File: src/rtl/lc3_mem_pkg.sv
// Shared types and constants for the LC-3 memory controller.
package lc3_mem_pkg;

    typedef enum logic [1:0] {IDLE, SRAM, DONE} state_e;

    localparam logic [15:0] KBSR_ADDR_DEF = 16'hFE00;
    localparam logic [15:0] KBDR_ADDR_DEF = 16'hFE02;
    localparam logic [15:0] DSR_ADDR_DEF  = 16'hFE04;
    localparam logic [15:0] DDR_ADDR_DEF  = 16'hFE06;
    localparam logic [15:0] MCR_ADDR      = 16'hFFFE;
    localparam logic [15:0] MCR_RESET     = 16'h8000;

    localparam int unsigned KBSR_READY_BIT = 15;
    localparam int unsigned KBSR_IE_BIT    = 14;
    localparam int unsigned DSR_READY_BIT  = 15;
    localparam int unsigned MCR_RUN_BIT    = 15;

endpackage

File: src/rtl/lc3_mem_ctrl_if.sv
// MAR/MDR memory bus between the LC-3 core (master) and the memory controller (slave).
interface lc3_mem_ctrl_if;

    logic        mem_en;
    logic        r_w;
    logic [15:0] mar;
    logic [15:0] mdr_in;
    logic [15:0] mem_rdata;
    logic        r;

    modport master (
        output mem_en, r_w, mar, mdr_in,
        input  mem_rdata, r
    );

    modport slave (
        input  mem_en, r_w, mar, mdr_in,
        output mem_rdata, r
    );

endinterface

File: src/rtl/lc3_io_regs.sv
// Memory-mapped keyboard/display registers (plus MCR when LC3_MCR_EN is defined).
// Accesses take effect on the edge where strobe is high.
module lc3_io_regs
    import lc3_mem_pkg::*;
#(
    parameter logic [15:0] KBSR_ADDR = KBSR_ADDR_DEF,
    parameter logic [15:0] KBDR_ADDR = KBDR_ADDR_DEF,
    parameter logic [15:0] DSR_ADDR  = DSR_ADDR_DEF,
    parameter logic [15:0] DDR_ADDR  = DDR_ADDR_DEF
) (
    input  logic        clk,
    input  logic        reset,
    input  logic [15:0] addr,
    input  logic [15:0] wdata,
    input  logic        we,
    input  logic        strobe,
    output logic        hit,
    output logic [15:0] rdata,
    input  logic        kbd_valid,
    input  logic [7:0]  kbd_data,
    output logic        kbd_irq,
    output logic        dsp_valid,
    output logic [7:0]  dsp_data,
    input  logic        dsp_ready
`ifdef LC3_MCR_EN
    ,
    output logic        run
`endif
);

    logic       sel_kbsr, sel_kbdr, sel_dsr, sel_ddr;
    logic       kb_ready, kb_ie;
    logic [7:0] kbdr;
    logic       unused_wdata;

    assign sel_kbsr = (addr == KBSR_ADDR);
    assign sel_kbdr = (addr == KBDR_ADDR);
    assign sel_dsr  = (addr == DSR_ADDR);
    assign sel_ddr  = (addr == DDR_ADDR);

    assign unused_wdata = ^{wdata[15], wdata[13:8]};
    assign kbd_irq      = kb_ready & kb_ie;

`ifdef LC3_MCR_EN
    logic        sel_mcr;
    logic [15:0] mcr;

    assign sel_mcr = (addr == MCR_ADDR);
    assign hit     = sel_kbsr | sel_kbdr | sel_dsr | sel_ddr | sel_mcr;
    assign run     = mcr[MCR_RUN_BIT];

    always_ff @(posedge clk or posedge reset) begin
        if (reset) begin
            mcr <= MCR_RESET;
        end else if (strobe && we && sel_mcr) begin
            mcr <= wdata;
        end
    end
`else
    assign hit = sel_kbsr | sel_kbdr | sel_dsr | sel_ddr;
`endif

    always_comb begin
        rdata = '0;
        if (sel_kbsr) begin
            rdata[KBSR_READY_BIT] = kb_ready;
            rdata[KBSR_IE_BIT]    = kb_ie;
        end else if (sel_kbdr) begin
            rdata = {8'h00, kbdr};
        end else if (sel_dsr) begin
            rdata[DSR_READY_BIT] = ~dsp_valid;
        end else if (sel_ddr) begin
            rdata = {8'h00, dsp_data};
        end
`ifdef LC3_MCR_EN
        else if (sel_mcr) begin
            rdata = mcr;
        end
`endif
    end

    // A character strobe in the same cycle as a KBDR read wins: ready stays set.
    always_ff @(posedge clk or posedge reset) begin
        if (reset) begin
            kb_ready <= 1'b0;
            kb_ie    <= 1'b0;
            kbdr     <= 8'h00;
        end else begin
            if (strobe && !we && sel_kbdr) begin
                kb_ready <= 1'b0;
            end
            if (strobe && we && sel_kbsr) begin
                kb_ie <= wdata[KBSR_IE_BIT];
            end
            if (kbd_valid) begin
                kbdr     <= kbd_data;
                kb_ready <= 1'b1;
            end
        end
    end

    // DDR writes are only accepted while the display is idle; otherwise dropped.
    always_ff @(posedge clk or posedge reset) begin
        if (reset) begin
            dsp_valid <= 1'b0;
            dsp_data  <= 8'h00;
        end else begin
            if (dsp_valid && dsp_ready) begin
                dsp_valid <= 1'b0;
            end
            if (strobe && we && sel_ddr && !dsp_valid) begin
                dsp_data  <= wdata[7:0];
                dsp_valid <= 1'b1;
            end
        end
    end

endmodule

File: src/rtl/lc3_mem_ctrl.sv
// LC-3 memory-side responder: I/O page decode plus wait-stated synchronous SRAM sequencer.
// Optional Machine Control Register and run output enabled by defining LC3_MCR_EN.
module lc3_mem_ctrl
    import lc3_mem_pkg::*;
#(
    parameter int unsigned WAIT_STATES = 2,
    parameter logic [15:0] KBSR_ADDR   = KBSR_ADDR_DEF,
    parameter logic [15:0] KBDR_ADDR   = KBDR_ADDR_DEF,
    parameter logic [15:0] DSR_ADDR    = DSR_ADDR_DEF,
    parameter logic [15:0] DDR_ADDR    = DDR_ADDR_DEF
) (
    input  logic                 clk,
    input  logic                 reset,
    lc3_mem_ctrl_if.slave        bus,
    output logic [15:0]          sram_addr,
    output logic [15:0]          sram_wdata,
    input  logic [15:0]          sram_rdata,
    output logic                 sram_ce,
    output logic                 sram_we,
    input  logic                 kbd_valid,
    input  logic [7:0]           kbd_data,
    output logic                 kbd_irq,
    output logic                 dsp_valid,
    output logic [7:0]           dsp_data,
    input  logic                 dsp_ready
`ifdef LC3_MCR_EN
    ,
    output logic                 run
`endif
);

    state_e      state;
    logic [3:0]  cnt;
    logic        r_q;
    logic [15:0] rdata_q;
    logic        io_hit;
    logic        io_strobe;
    logic [15:0] io_rdata;

    assign bus.r         = r_q;
    assign bus.mem_rdata = rdata_q;

    // I/O accesses complete on the accepting edge, so the strobe is decoded from live inputs.
    assign io_strobe = (state == IDLE) && bus.mem_en && io_hit;

    lc3_io_regs #(
        .KBSR_ADDR (KBSR_ADDR),
        .KBDR_ADDR (KBDR_ADDR),
        .DSR_ADDR  (DSR_ADDR),
        .DDR_ADDR  (DDR_ADDR)
    ) u_io_regs (
        .clk       (clk),
        .reset     (reset),
        .addr      (bus.mar),
        .wdata     (bus.mdr_in),
        .we        (bus.r_w),
        .strobe    (io_strobe),
        .hit       (io_hit),
        .rdata     (io_rdata),
        .kbd_valid (kbd_valid),
        .kbd_data  (kbd_data),
        .kbd_irq   (kbd_irq),
        .dsp_valid (dsp_valid),
        .dsp_data  (dsp_data),
        .dsp_ready (dsp_ready)
`ifdef LC3_MCR_EN
        ,
        .run       (run)
`endif
    );

    // sram_we doubles as the latched direction for the duration of an SRAM access.
    always_ff @(posedge clk or posedge reset) begin
        if (reset) begin
            state      <= IDLE;
            cnt        <= 4'd0;
            r_q        <= 1'b0;
            rdata_q    <= 16'h0000;
            sram_ce    <= 1'b0;
            sram_we    <= 1'b0;
            sram_addr  <= 16'h0000;
            sram_wdata <= 16'h0000;
        end else begin
            case (state)
                IDLE: begin
                    r_q <= 1'b0;
                    if (bus.mem_en) begin
                        rdata_q <= 16'h0000;
                        if (io_hit) begin
                            state <= DONE;
                            r_q   <= 1'b1;
                            if (!bus.r_w) begin
                                rdata_q <= io_rdata;
                            end
                        end else begin
                            state      <= SRAM;
                            cnt        <= 4'(WAIT_STATES);
                            sram_ce    <= 1'b1;
                            sram_we    <= bus.r_w;
                            sram_addr  <= bus.mar;
                            sram_wdata <= bus.mdr_in;
                        end
                    end
                end
                SRAM: begin
                    if (cnt == 4'd0) begin
                        if (!sram_we) begin
                            rdata_q <= sram_rdata;
                        end
                        state      <= DONE;
                        r_q        <= 1'b1;
                        sram_ce    <= 1'b0;
                        sram_we    <= 1'b0;
                        sram_addr  <= 16'h0000;
                        sram_wdata <= 16'h0000;
                    end else begin
                        cnt <= cnt - 4'd1;
                    end
                end
                DONE: begin
                    r_q   <= 1'b0;
                    state <= IDLE;
                end
                default: begin
                    state <= IDLE;
                end
            endcase
        end
    end

endmodule

File: src/flat_wrapper.sv
// flat-port wrapper written by rule: the top's interface ports become plain ports
module lc3_mem_ctrl_flat import lc3_mem_pkg::*;
#(
    parameter int unsigned WAIT_STATES = 2,
    parameter logic [15:0] KBSR_ADDR   = KBSR_ADDR_DEF,
    parameter logic [15:0] KBDR_ADDR   = KBDR_ADDR_DEF,
    parameter logic [15:0] DSR_ADDR    = DSR_ADDR_DEF,
    parameter logic [15:0] DDR_ADDR    = DDR_ADDR_DEF
)
  (clk, reset, sram_addr, sram_wdata, sram_rdata, sram_ce, sram_we, kbd_valid, kbd_data, kbd_irq, dsp_valid, dsp_data, dsp_ready, bus_mem_en, bus_r_w, bus_mar, bus_mdr_in, bus_mem_rdata, bus_r);
  lc3_mem_ctrl_if bus_i ();
  input  logic clk;
  input  logic reset;
  output logic [15:0] sram_addr;
  output logic [15:0] sram_wdata;
  input  logic [15:0] sram_rdata;
  output logic sram_ce;
  output logic sram_we;
  input  logic kbd_valid;
  input  logic [7:0] kbd_data;
  output logic kbd_irq;
  output logic dsp_valid;
  output logic [7:0] dsp_data;
  input  logic dsp_ready;
  input wire logic [$bits(bus_i.mem_en)-1:0] bus_mem_en;
  input wire logic [$bits(bus_i.r_w)-1:0] bus_r_w;
  input wire logic [$bits(bus_i.mar)-1:0] bus_mar;
  input wire logic [$bits(bus_i.mdr_in)-1:0] bus_mdr_in;
  output wire logic [$bits(bus_i.mem_rdata)-1:0] bus_mem_rdata;
  output wire logic [$bits(bus_i.r)-1:0] bus_r;
  assign bus_i.mem_en = bus_mem_en;
  assign bus_i.r_w = bus_r_w;
  assign bus_i.mar = bus_mar;
  assign bus_i.mdr_in = bus_mdr_in;
  assign bus_mem_rdata = bus_i.mem_rdata;
  assign bus_r = bus_i.r;
  lc3_mem_ctrl #(.WAIT_STATES(WAIT_STATES), .KBSR_ADDR(KBSR_ADDR), .KBDR_ADDR(KBDR_ADDR), .DSR_ADDR(DSR_ADDR), .DDR_ADDR(DDR_ADDR)) u_core (.clk(clk), .reset(reset), .bus(bus_i), .sram_addr(sram_addr), .sram_wdata(sram_wdata), .sram_rdata(sram_rdata), .sram_ce(sram_ce), .sram_we(sram_we), .kbd_valid(kbd_valid), .kbd_data(kbd_data), .kbd_irq(kbd_irq), .dsp_valid(dsp_valid), .dsp_data(dsp_data), .dsp_ready(dsp_ready));
endmodule
File: config.mk
export PLATFORM = sky130hd
export DESIGN_NAME = lc3_mem_ctrl_flat
export DESIGN_NICKNAME = d
export VERILOG_FILES = /design/src/rtl/lc3_mem_pkg.sv /design/src/rtl/lc3_mem_ctrl_if.sv /design/src/rtl/lc3_io_regs.sv /design/src/rtl/lc3_mem_ctrl.sv /design/src/flat_wrapper.sv
export SDC_FILE = /design/constraint.sdc
export NUM_CORES = 1
export LEC_CHECK = 0
export CAP_MARGIN = 20
export CORE_UTILIZATION = 57
export CTS_CLUSTER_SIZE = 12
export DETAILED_ROUTE_END_ITERATION = 10
export DONT_BUFFER_PORTS = 1
export GPL_TIMING_DRIVEN = 0
export PLACE_DENSITY = 0.73
export SETUP_SLACK_MARGIN = 0.05
export SLEW_MARGIN = 40
export SYNTH_ARGS = -nofsm -noshare
export SYNTH_HDL_FRONTEND = slang
export SYNTH_HIERARCHICAL = 1
export SYNTH_SLANG_ARGS = --single-unit
File: constraint.sdc
create_clock -name clk -period 2.1 [get_ports clk]
set_input_delay 0.42 -clock clk [delete_from_list [all_inputs] [get_ports clk]]
set_output_delay 0.42 -clock clk [all_outputs]
set_load 0.02 [all_outputs]
======== After elaboration in Yosys (flattened, before gate mapping) ========
Index checks and enable logic that the tools add are counted.
cells by class
  equal/unequal tests ..................... 11
  add/sub/neg operators ................... 1
  reduce and logical (&&, ||, !) cells .... 22
  muxes and demuxes ....................... 42
  bitwise logic cells ..................... 5
operators with widths
  operator                                          number
  2-to-1 mux 16 bit                                 11
  one-hot mux 16 bit (2 select lines)               3
  == test 16 bit, second input constant             4
  2-to-1 mux 15 bit                                 1
  2-to-1 mux 14 bit                                 1
  2-to-1 mux 1 bit                                  13
  2-to-1 mux 4 bit                                  3
  AND reduction 4 bit                               3
  logical AND 1 bit                                 9
  2-to-1 mux 2 bit                                  4
  2-to-1 mux 8 bit                                  1
  inequality test 2 bit, second input constant      4
  one-hot mux 4 bit (2 select lines)                1
  nonzero test 2 bit                                3
  zero test 4 bit                                   1
  one-hot mux 1 bit (2 select lines)                2
  one-hot mux 2 bit (2 select lines)                1
  AND reduction 2 bit                               2
  subtractor 4 x 1 -> 4 bit, second input constant  1
  OR 1 bit                                          3
  one-hot mux 1 bit (3 select lines)                1
  nonzero test 3 bit                                1
  == test 2 x 1 -> 1 bit, second input constant     1
  == test 2 bit, second input constant              1
  5 further kinds                                   6
word-level totals
  input port bits ......................... 62
  logic and storage cells ................. 94
  register bits after elaboration ......... 76
  output and inout port bits .............. 61

======== Depth between registers and ports, before layout ========
Gate-level depths: netlist (run 1).
  depth in word-level cells ............... 9
  depth in mapped cells ................... 8

======== Cells and area by module ========
The synthesis (run 1) kept the hierarchy.
by module, submodules not included
  module        area each (µm²)  times used  sequential area each (µm²)  cells an instance
  lc3_mem_ctrl  2716.4           1           1426.4                      258
  lc3_io_regs   1021.0           1           475.5                       83

======== Worst setup path before layout (run 1) ========
OpenSTA, ideal clock, no wires.
  kind .................................... input to register
  start point ............................. input port bus_mar[4]
  end point ............................... register u_core.rdata_q[0] (netlist: u_core/bus.mem_rdata[0])
  data required time ...................... 2036 ps
  stages .................................. 7
  path slack .............................. -44 ps
  arrival ................................. 2079 ps
  cell sequence ........................... nor4b_4 -> and4_2 -> inv_1 -> nor3_1 -> buf_2 -> a22o_1 -> mux2_4
on the way
  elaborated cells between the ends (all ways) .. 15
RTL lines
  item                                     line                                  RTL
  start: declaration                       flat_wrapper.sv:27                    input wire logic [$bits(bus_i.mar)-1:0] bus_mar;
  == test 16 bit (on tied branches)        lc3_io_regs.sv:36, lc3_io_regs.sv:37
  OR 1 bit (2 in series)                   lc3_io_regs.sv:60                     assign hit = sel_kbsr | sel_kbdr | sel_dsr | sel_ddr;
  OR 1 bit (*)                             lc3_io_regs.sv:60
  via u_core.io_hit                        lc3_mem_ctrl.sv:36                    logic io_hit;
  2-to-1 mux 16 bit (*)                    lc3_mem_ctrl.sv:89                    if (io_hit) begin
  2-to-1 mux 16 bit (*)                    lc3_mem_ctrl.sv:87                    if (bus.mem_en) begin
  one-hot mux 16 bit (2 select lines) (*)  lc3_mem_ctrl.sv:84                    case (state)
  end signal: assignment                   lc3_mem_ctrl.sv:93                    rdata_q <= io_rdata;
  end signal: assignment                   lc3_mem_ctrl.sv:108                   rdata_q <= sram_rdata;
  end: declaration                         lc3_mem_ctrl.sv:35                    logic [15:0] rdata_q;
The timed path passes the listed nets; every way through them passes the cells marked *. The select of a mux whose other input is x is not followed.
A chain may end at the register's enable or synchronous reset.

======== Final worst setup path (run 1) ========
  start point ............................. register u_core.cnt[0]
  end point ............................... register u_core.rdata_q[2] (netlist: u_core/bus.mem_rdata[2])
on the way
  cells in the longest elaborated chain, start to end .. 3
ends and longest elaborated chain
  item                                             line                 RTL
  start: declaration                               lc3_mem_ctrl.sv:33   logic [3:0] cnt;
  start signal: assignment                         lc3_mem_ctrl.sv:97   cnt <= 4'(WAIT_STATES);
  start signal: assignment                         lc3_mem_ctrl.sv:117  cnt <= cnt - 4'd1;
  zero test 4 bit                                  lc3_mem_ctrl.sv:106  if (cnt == 4'd0) begin
  inequality test 2 x 1 -> 1 bit (no source line)  n/a
  AND reduction 4 bit (no source line)             n/a
Every way passes these cells.

==> flow_summary.yaml, run 1 <==
sta:
  tightest_slew_ps: 700
  fin_worst_skew_ps: 10.8
  slew_viol_final: 0
  fin_crit_ps: 1980
  setup_viol: 0
  period_share: 0.943
  rsz0062_at_grt: "true"
  finalSetupTns_ps: 0
  fmax_ghz: 0.505
  max_slew_margin: 0.533
  finalHoldViolCount: 0
  setup_slack_ps: 120
route:
  via_per_inst: 5.73
  drc_errors: 0
  postRouteAntennaNets: 0
  detail_route.wl_per_cell_um: 18.5
  wl_um: 8220
  drtPass1Iterations: 4
  drt_iter0_markers: 104
  via_count: 2544
synthesis:
  netlist.area_leader.share: 0.509
  synthTopCellsByCount: "dfrtp_1 (76), nand2_1 (39), nand2b_1 (37), o21ai_0 (36), mux2_2 (24)"
  synth_most_common_cell: "dfrtp_1"
  synth_top_flop_cell: "dfrtp_1"
  syn_area_per_cell_um2: 11.0
  yosys_warnings: 6
  netlist_area_um2: 3740
  async_flop_share: 1.00
  synthTopCellsByArea: "dfrtp_1 (51%), mux2_2 (7.2%), nand2b_1 (6.2%)"
  seq_area_frac_synth: 0.509
  yosys.area.top_type: "dfrtp_1"
  synth_edf_count: 0
  synth_cell_types: 43
  ys_ff_latch: 76
  syn_inst: 341
placement:
  gp_congestion: 0.874
  post-dp-hpwl_um: 6050
  pre_cts_slack_ps: -455
  io_buffers: 0
global_routing:
  grt_pass1_wl_um: 13800
  grt-ovfl-total: 0
  track_usage: 0.258
  antenna_found_initial: 0
  grt_max_degree: 43
  first_global_vias: 2705
cells_and_area:
  antennaDiodeCount: 0
  synthToLayoutAreaGrowth_pct: 11.3
  final_nets: 430
  drive_gt1_frac: 0.221
power:
  p_leak_nw: 1.96
  power.density_nw_per_um2: 1430
  ir_worst_vdd_v: 0.000771
die:
  io_pins: 123
  die_w_um: 83.0
  start_util: 0.589
  coreArea_um2: 6350
  die_h_um: 83.0
  fp-row-count: 29
  die_area_um2: 6880
hold_path:
  hold_path_class: "in2reg"
clock_network:
  cts_tree: "built"
  htree_levels: 3
  cts_sinks: 76
  cts_buffer_depth: 2
  root_buffer: "clkbuf_8"
  cts_buffers: 9
  clk_latency_ps: 350
  clk_pin_slew_ps: 80
critical_path:
  cp.required_ps: 2330
  critPathLaunchType: "flip-flop"
  crit_type: "reg2reg"
  crit_fanout: 10
  cp-end-kind: "flip-flop"
  arrival_ps: 2210
outcome:
  status: "completed"
job:
  drv_cap: 0
-- metal layers --
| layer | global-route usage | part of all wire |
|---|---|---|
| met5 | 0 | 0 |
| met4 | 0.103 | 0.024 |
| met2 | 0.399 | 0.47 |
| met3 | 0.0954 | 0.071 |
| met1 | 0.330 | 0.44 |
-- area by class of cell --
class                   count  area, µm²
flip-flops and latches     76       1900
plain buffers              23        136
clock buffers               9        124
inverters                  11       43.8
well taps                  77       96.3
repair buffers              5       55.1
multi-input cells         236       1720
clock inverters             7       82.6
fillers                   496       2190
-- worst max-delay path: stages, from the launching register on --
cell       delay (ps)
dfrtp_1           420
inv_2             100
ha_1              160
or3b_4            420
nand2_4           130
o2111ai_4         140
buf_8             200
mux2_4            300
-- path summary, 6_finish.rpt --
check | start | end | slack [ps] | cells past startpoint
setup / recovery | u_core/cnt[0] | u_core/bus.mem_rdata[2] | 120 | 7
hold / removal | dsp_ready | u_core/u_io_regs/dsp_valid | 160 | 1
setup reg to reg | u_core/cnt[0] | u_core/bus.mem_rdata[2] | 120 | 7
hold reg to reg | u_core/u_io_regs/kbdr[1] | u_core/u_io_regs/kbdr[1] | 510 | 1
max in group asynchronous | reset | u_core/cnt[0] | 1140 | 3
min in group asynchronous | reset | u_core/sram_wdata[2] | 460 | 2
-- metrics by stage --
step,util,cells,instance area [µm²],total power [mW],hold slack [ps]
2_1_floorplan,-,346,3760,4.28,371
3_3_place_gp,0.607,423,3860,4.67,463
3_5_place_dp,0.611,424,3880,4.76,240
4_1_cts,0.649,442,4120,5.97,75.8
5_1_grt,0.655,444,4160,6.38,137
6_report,0.655,444,4160,5.97,159
-- layout by cell type (no fill, tap or decap), types with 5 or more instances in the layout --
cell      synthesis  routed
inv_1            11       8
o21ai_0          36      35
buf_4             6       9
clkbuf_1         12       8
conb_1            1       6
dfrtp_1          76      76
nand2b_1         37      37
nand2_1          39      39
mux2i_1           8       8
mux2_2           24      24
nor2_1           14      14
mux2_4           10      10
a21oi_1           7       7
ha_1              6       5
clkbuf_8          0       9
a22o_1           17      17
-- sequential cells by signal, indices dropped and copies added (netlist names), 2 cells and up --
signal,cells
u_core/sram_wdata,16
u_core/bus.mem_rdata,16
u_core/u_io_regs/kbdr,8
u_core/u_io_regs/dsp_data,8
u_core/state,2
u_core/cnt,4
u_core/sram_addr,16
-- where the power goes --
part	internal (mW)	switching, mW
clock	0.567	0.581
combinational	0.923	1.05
sequential	1.96	0.885
-- cell families (layout without fill, tap and decap cells) --
family	Yosys count	count (layout)	share of synthesized area
fa+ha+maj	6	6	0.0201
other cells	1	6	0.00100
mux	42	42	0.134
buf+inv	34	55	0.0432
simple gates	113	113	0.172
flops	76	76	0.509
compound gates	69	69	0.121
-- what timing repair did --
item,in CTS,in global routing
endpoints found under the setup margin,36,57
gates resized for setup,6,13
pin swaps,1,0
gates cloned,0,0
endpoints found under the hold margin,15,19
setup buffers,1,1
hold buffers,1,1
Note: power is estimated with default switching activity, not from simulation.
==> run 2: changes to the inputs <==
--- a/config.mk
+++ b/config.mk
@@ -6,12 +6,12 @@
 export NUM_CORES = 1
 export LEC_CHECK = 0
 export CAP_MARGIN = 20
-export CORE_UTILIZATION = 57
+export CORE_UTILIZATION = 47
 export CTS_CLUSTER_SIZE = 12
 export DETAILED_ROUTE_END_ITERATION = 10
 export DONT_BUFFER_PORTS = 1
 export GPL_TIMING_DRIVEN = 0
-export PLACE_DENSITY = 0.73
+export PLACE_DENSITY = 0.62
 export SETUP_SLACK_MARGIN = 0.05
 export SLEW_MARGIN = 40
 export SYNTH_ARGS = -nofsm -noshare
==> run 2 against run 1 <==
Register-to-register slack worse by 20 ps. First-iteration DRC count is 36% lower. Sequential cell count stayed put. Non-clock buffer count is 8 higher. Core utilization is 10 points lower. Combinational power is 11% higher. Highest routed layer unchanged.
==> flow_summary.yaml, run 2 (synthesis gave the netlist of run 1 again) <==
placement:
  io_buffers: 0
  gp_congestion: 0.855
  pre_cts_slack_ps: -529
  numPlacedInstances: 449
  post-dp-hpwl_um: 6400
route:
  detail_route.wl_per_cell_um: 18.3
  drc_errors: 0
  wl_um: 8720
  via_count: 2561
  drtPass1Iterations: 4
  via_per_inst: 5.37
  drt_iter0_markers: 67
  postRouteAntennaNets: 0
die:
  coreArea_um2: 7730
  fp-row-count: 32
  start_util: 0.484
  io_pins: 123
  die_w_um: 91.2
  die_area_um2: 8310
  die_h_um: 91.2
hold_path:
  hold_path_class: "in2reg"
sta:
  finalHoldViolCount: 0
  max_slew_margin: 0.510
  tightest_slew_ps: 735
  setup_viol: 0
  setup_slack_ps: 100
  rsz0062_at_grt: "false"
  fmax_ghz: 0.500
  fin_crit_ps: 2000
  period_share: 0.952
  whs_ps: 170
  slew_viol_final: 0
  fin_worst_skew_ps: 10.6
critical_path:
  crit_slowest_cell: "dfrtp_1"
  crit_fanout: 5
  cp-end-kind: "flip-flop"
  arrival_ps: 2220
  critPathTopFamily: "simple AND/OR/NAND/NOR gates"
  slowest_delay_ps: 420
  crit_type: "reg2reg"
  critPathLaunchType: "flip-flop"
  cp.required_ps: 2320
  cp_num_buf_inv: 2
  path_cells: "inv_2, ha_2, or3b_4, nand2_4, o2111ai_4, clkbuf_16, mux2_4"
cells_and_area:
  final_cells: 477
  fillers: 685
  drive_gt1_frac: 0.256
  antennaDiodeCount: 0
  synthToLayoutAreaGrowth_pct: 14.7
  fin_util: 0.555
  mostFrequentLayoutCell: "dfrtp_1"
  seq_area_um2: 1900
  final_cell_mix: "dfrtp_1 (76), nand2_1 (39), nand2b_1 (37), o21ai_0 (36), mux2_2 (24)"
  final_nets: 438
  multi_input_area_um2: 1730
clock_network:
  htree_levels: 3
  cts_buffer_depth: 2
  clk_pin_slew_ps: 90
  cts_buffers: 9
  root_buffer: "clkbuf_8"
  clk_latency_ps: 340
  cts_sinks: 76
  cts_tree: "built"
global_routing:
  track_usage: 0.216
  first_global_vias: 2536
  grt_max_degree: 34
  grt_pass1_wl_um: 13700
  grt-ovfl-total: 0
  antenna_found_initial: 0
power:
  ir_worst_vdd_v: 0.000591
  p_leak_nw: 2.01
  power.density_nw_per_um2: 1450
  total_power_mw: 6.20
outcome:
  status: "completed"
job:
  drv_cap: 0
[run 2: cell types whose count changed in the layout (fill, tap and decap cells not counted), sizes merged]
cell      delta
clkinvlp     +1
buf          +8
clkinv       -1
[run 2: repair_timing]
| item | 4_1_cts | 5_1_grt |
|---|---|---|
| gates cloned | 0 | 1 |
| pin swaps | 1 | 1 |
| endpoints found under the hold margin | 24 | 5 |
| hold buffers | 1 | 1 |
| endpoints found under the setup margin | 40 | 60 |
| resized for setup | 7 | 25 |
| buffers inserted | 1 | 8 |
[run 2: final cells by class]
type                       instances  area share
multi-input combinational        236       0.403
clock buffer                       9      0.0289
tap                              102      0.0298
sequential                        76       0.444
timing repair buffer              13      0.0309
inverter                          11      0.0102
clock inverter                     7      0.0190
buffer                            23      0.0347
[run 2: path summary, 6_finish.rpt]
check,slack (ps),from,end,cells past startpoint
worst min-delay path,170,dsp_ready,u_core/u_io_regs/dsp_valid,1
max in group asynchronous,1080,reset,u_core/bus.mem_rdata[1],3
worst max-delay path,100,u_core/cnt[0],u_core/bus.mem_rdata[1],7
worst max register to register,100,u_core/cnt[0],u_core/bus.mem_rdata[1],7
worst min register to register,510,u_core/u_io_regs/kb_ready,u_core/u_io_regs/kb_ready,1
min in group asynchronous,520,reset,u_core/sram_wdata[2],2
[run 2: per-stage QoR]
stage | area, µm² | TNS (ps)
after floorplan | 3760 | -431
after global placement | 3890 | -39940
after detailed placement | 3910 | -16400
after CTS | 4150 | 0
after global routing | 4290 | 0
final | 4290 | 0
[run 2: metal layers]
| layer | vias to the layer above | GRT usage | part of all wire |
|---|---|---|---|
| li1 | 1222 | - | - |
| met1 | 1249 | 0.285 | 0.45 |
| met2 | 80 | 0.338 | 0.47 |
| met3 | 10 | 0.0670 | 0.068 |
| met4 | 0 | 0.0741 | 0.015 |
| met5 | - | 0 | 0 |
[run 2: power by group]
part | internal [mW] | switching [mW] | leakage [nW]
logic | 1.09 | 1.11 | 0.945
clock network | 0.565 | 0.586 | 0.0944
registers | 1.96 | 0.892 | 0.973
[run 2: worst reg2reg max path, cell delays in order, from the launching register on]
cell and delay (ps):
dfrtp_1 420, inv_2 90, ha_2 170, or3b_4 410, nand2_4 100, o2111ai_4 180, clkbuf_16 230, mux2_4 290
==> run 3: changes to the inputs <==
--- a/config.mk
+++ b/config.mk
@@ -5,13 +5,13 @@
 export SDC_FILE = /design/constraint.sdc
 export NUM_CORES = 1
 export LEC_CHECK = 0
+export BUFFER_PORTS_ARGS = -buffer_cell sky130_fd_sc_hd__buf_2
 export CAP_MARGIN = 20
 export CORE_UTILIZATION = 47
 export CTS_CLUSTER_SIZE = 12
 export DETAILED_ROUTE_END_ITERATION = 10
-export DONT_BUFFER_PORTS = 1
 export GPL_TIMING_DRIVEN = 0
-export PLACE_DENSITY = 0.62
+export PLACE_DENSITY = 0.73
 export SETUP_SLACK_MARGIN = 0.05
 export SLEW_MARGIN = 40
 export SYNTH_ARGS = -nofsm -noshare
==> constraint.sdc (replaced) <==
create_clock -name clk -period 2 [get_ports clk]
set_input_delay 0.4 -clock clk [delete_from_list [all_inputs] [get_ports clk]]
set_output_delay 0.4 -clock clk [all_outputs]
set_load 0.02 [all_outputs]
==> run 3 against run 2 <==
Setup slack lost 42 ps. Sequential cell count is the same. Sequential share of layout area shrank 6.1 points. Non-clock buffer count grew 123. Wire length grew 5.8%. Core utilization grew 8.8 points.
==> flow_summary.yaml, run 3 (synthesis gave the netlist of run 1 again) <==
outcome:
  status: "completed"
power:
  power_frac_comb: 0.515
  ir_worst_vdd_v: 0.000754
  p_leak_nw: 2.60
  clkPwrFrac: 0.160
  power.switching_fraction: 0.396
  power.density_nw_per_um2: 1450
  seqPwrFrac: 0.326
  total_power_mw: 7.18
  p_switching_mw: 2.85
  p_int_mw: 4.34
global_routing:
  grt-ovfl-total: 0
  busiest_layer: "met2"
  track_usage: 0.233
  use_met1: 0.306
  grt_max_degree: 39
  first_global_vias: 3101
  grtUsageMet3: 0.0419
  grt_pass1_wl_um: 15200
  use_met2: 0.377
  antenna_found_initial: 0
cells_and_area:
  final_cells: 599
  final_nets: 561
  final_cell_mix: "buf_2 (123), dfrtp_1 (76), nand2_1 (39), nand2b_1 (37), o21ai_0 (35)"
  mostFrequentLayoutCell: "buf_2"
  seq_area_um2: 1900
  synthToLayoutAreaGrowth_pct: 32.8
  drive_gt1_frac: 0.453
  fillers: 632
  multi_input_area_um2: 1760
  antennaDiodeCount: 0
  fin_util: 0.642
die:
  die_h_um: 91.2
  die_area_um2: 8310
  io_pins: 123
  fp-row-count: 32
  die_w_um: 91.2
  start_util: 0.484
  coreArea_um2: 7730
clock_network:
  cts_buffers: 9
  clk_latency_ps: 350
  cts_tree: "built"
  cts_buffer_depth: 2
  clk_pin_slew_ps: 80
  htree_levels: 3
  hold_buffers: 0
  cts_sinks: 76
  root_buffer: "clkbuf_8"
sta:
  finalSetupTns_ps: 0
  fin_crit_ps: 1940
  tightest_slew_ps: 741
  max_slew_margin: 0.505
  fmax_ghz: 0.515
  finalHoldViolCount: 0
  period_share: 0.971
  fin_worst_skew_ps: 11.8
  setup_viol: 0
  slew_viol_final: 0
  rsz0062_at_grt: "true"
route:
  drt_iter0_markers: 134
  detail_route.wl_per_cell_um: 15.4
  via_count: 3054
  via_per_inst: 5.10
  wl_um: 9230
  drtPass1Iterations: 4
  postRouteAntennaNets: 0
  drc_errors: 0
critical_path:
  crit_type: "reg2reg"
  crit_fanout: 5
  reg2regPathDepth: 7
  r2r-start: "u_core/cnt[1]"
  cp-end-kind: "flip-flop"
  r2r_end: "u_core/bus.mem_rdata[3]"
  arrival_ps: 2180
  regToRegSetupSlack_ps: 60
  crit_start: "u_core/cnt[1]"
  crit_path_end: "u_core/bus.mem_rdata[3]"
  critPathLaunchType: "flip-flop"
  cp.required_ps: 2240
placement:
  gp_congestion: 0.797
  post-dp-hpwl_um: 6750
  io_buffers: 121
  numPlacedInstances: 570
job:
  drv_cap: 0
hold_path:
  hold_path_class: "in2async"
==> run 3: changes by cell type in the layout (fill, tap and decap cells not counted), sizes merged, moves of 2 or more <==
cell and delta:
clkinv +2, clkinvlp -2, dlygate4sd3 -2, buf +126, clkbuf -2
==> run 3: worst min path at each step <==
stage                        startpoint                            to  slack [ps]  depth (start not counted)
global placement    u_core/sram_addr[3]           u_core/sram_addr[3]         460                          2
finish                            reset          u_core/sram_wdata[3]          10                          2
detailed placement                reset          u_core/sram_wdata[3]         380                          2
floorplan                         reset  u_core/u_io_regs/dsp_data[0]         350                          1
CTS                               reset          u_core/sram_wdata[3]           9                          2
global route                      reset          u_core/sram_wdata[3]          20                          2
==> run 3: repair_timing <==
action / CTS / global route
gates cloned: 1 / 0
setup buffers: 8 / 5
endpoints found under the setup margin: 47 / 59
gates resized for setup: 11 / 25
pin swaps: 2 / 3
==> run 3: area by class of cell <==
| type | instances | share of cell area |
|---|---|---|
| flip-flops and latches | 76 | 0.383 |
| multi-input cells | 236 | 0.354 |
| repair buffers | 136 | 0.156 |
| plain buffers | 23 | 0.0335 |
| well taps | 102 | 0.0257 |
| clock buffers | 9 | 0.0250 |
| clock inverters | 6 | 0.0131 |
| inverters | 11 | 0.00882 |
==> run 3: routing by layer <==
metal | wire length, µm | vias up
met5 | 0 | -
met4 | 231 | 0
met3 | 418 | 18
met2 | 4400 | 96
met1 | 4180 | 1475
li1 | - | 1465
==> run 3: power by group through the flow <==
stage	clock, mW	sequential [mW]	combinational, mW
2_1_floorplan	0	2.91	1.65
3_3_place_gp	0	2.34	3.09
3_5_place_dp	0	2.37	3.17
4_1_cts	1.18	2.34	3.51
5_1_grt	1.25	2.40	4.00
6_report	1.15	2.34	3.70
==> run 3: per-stage QoR <==
| stage | instance area (µm²) | hold WS (ps) | setup WS, ps |
|---|---|---|---|
| 5_1_grt | 4960 | 15.2 | 6.06 |
| 3_5_place_dp | 4540 | 383 | -472 |
| 6_report | 4960 | 13.0 | 58.1 |
| 3_3_place_gp | 4520 | 455 | -632 |
| 4_1_cts | 4870 | 8.90 | 47.9 |
| 2_1_floorplan | 3790 | 351 | 26.0 |
==> run 3: worst max-delay path, cell delays in order (launching register included) <==
cell and delay (ps):
dfrtp_1 380, inv_2 100, ha_4 140, or3b_4 390
nand2_4 90, o2111ai_4 130, bufbuf_16 310, mux2_4 290
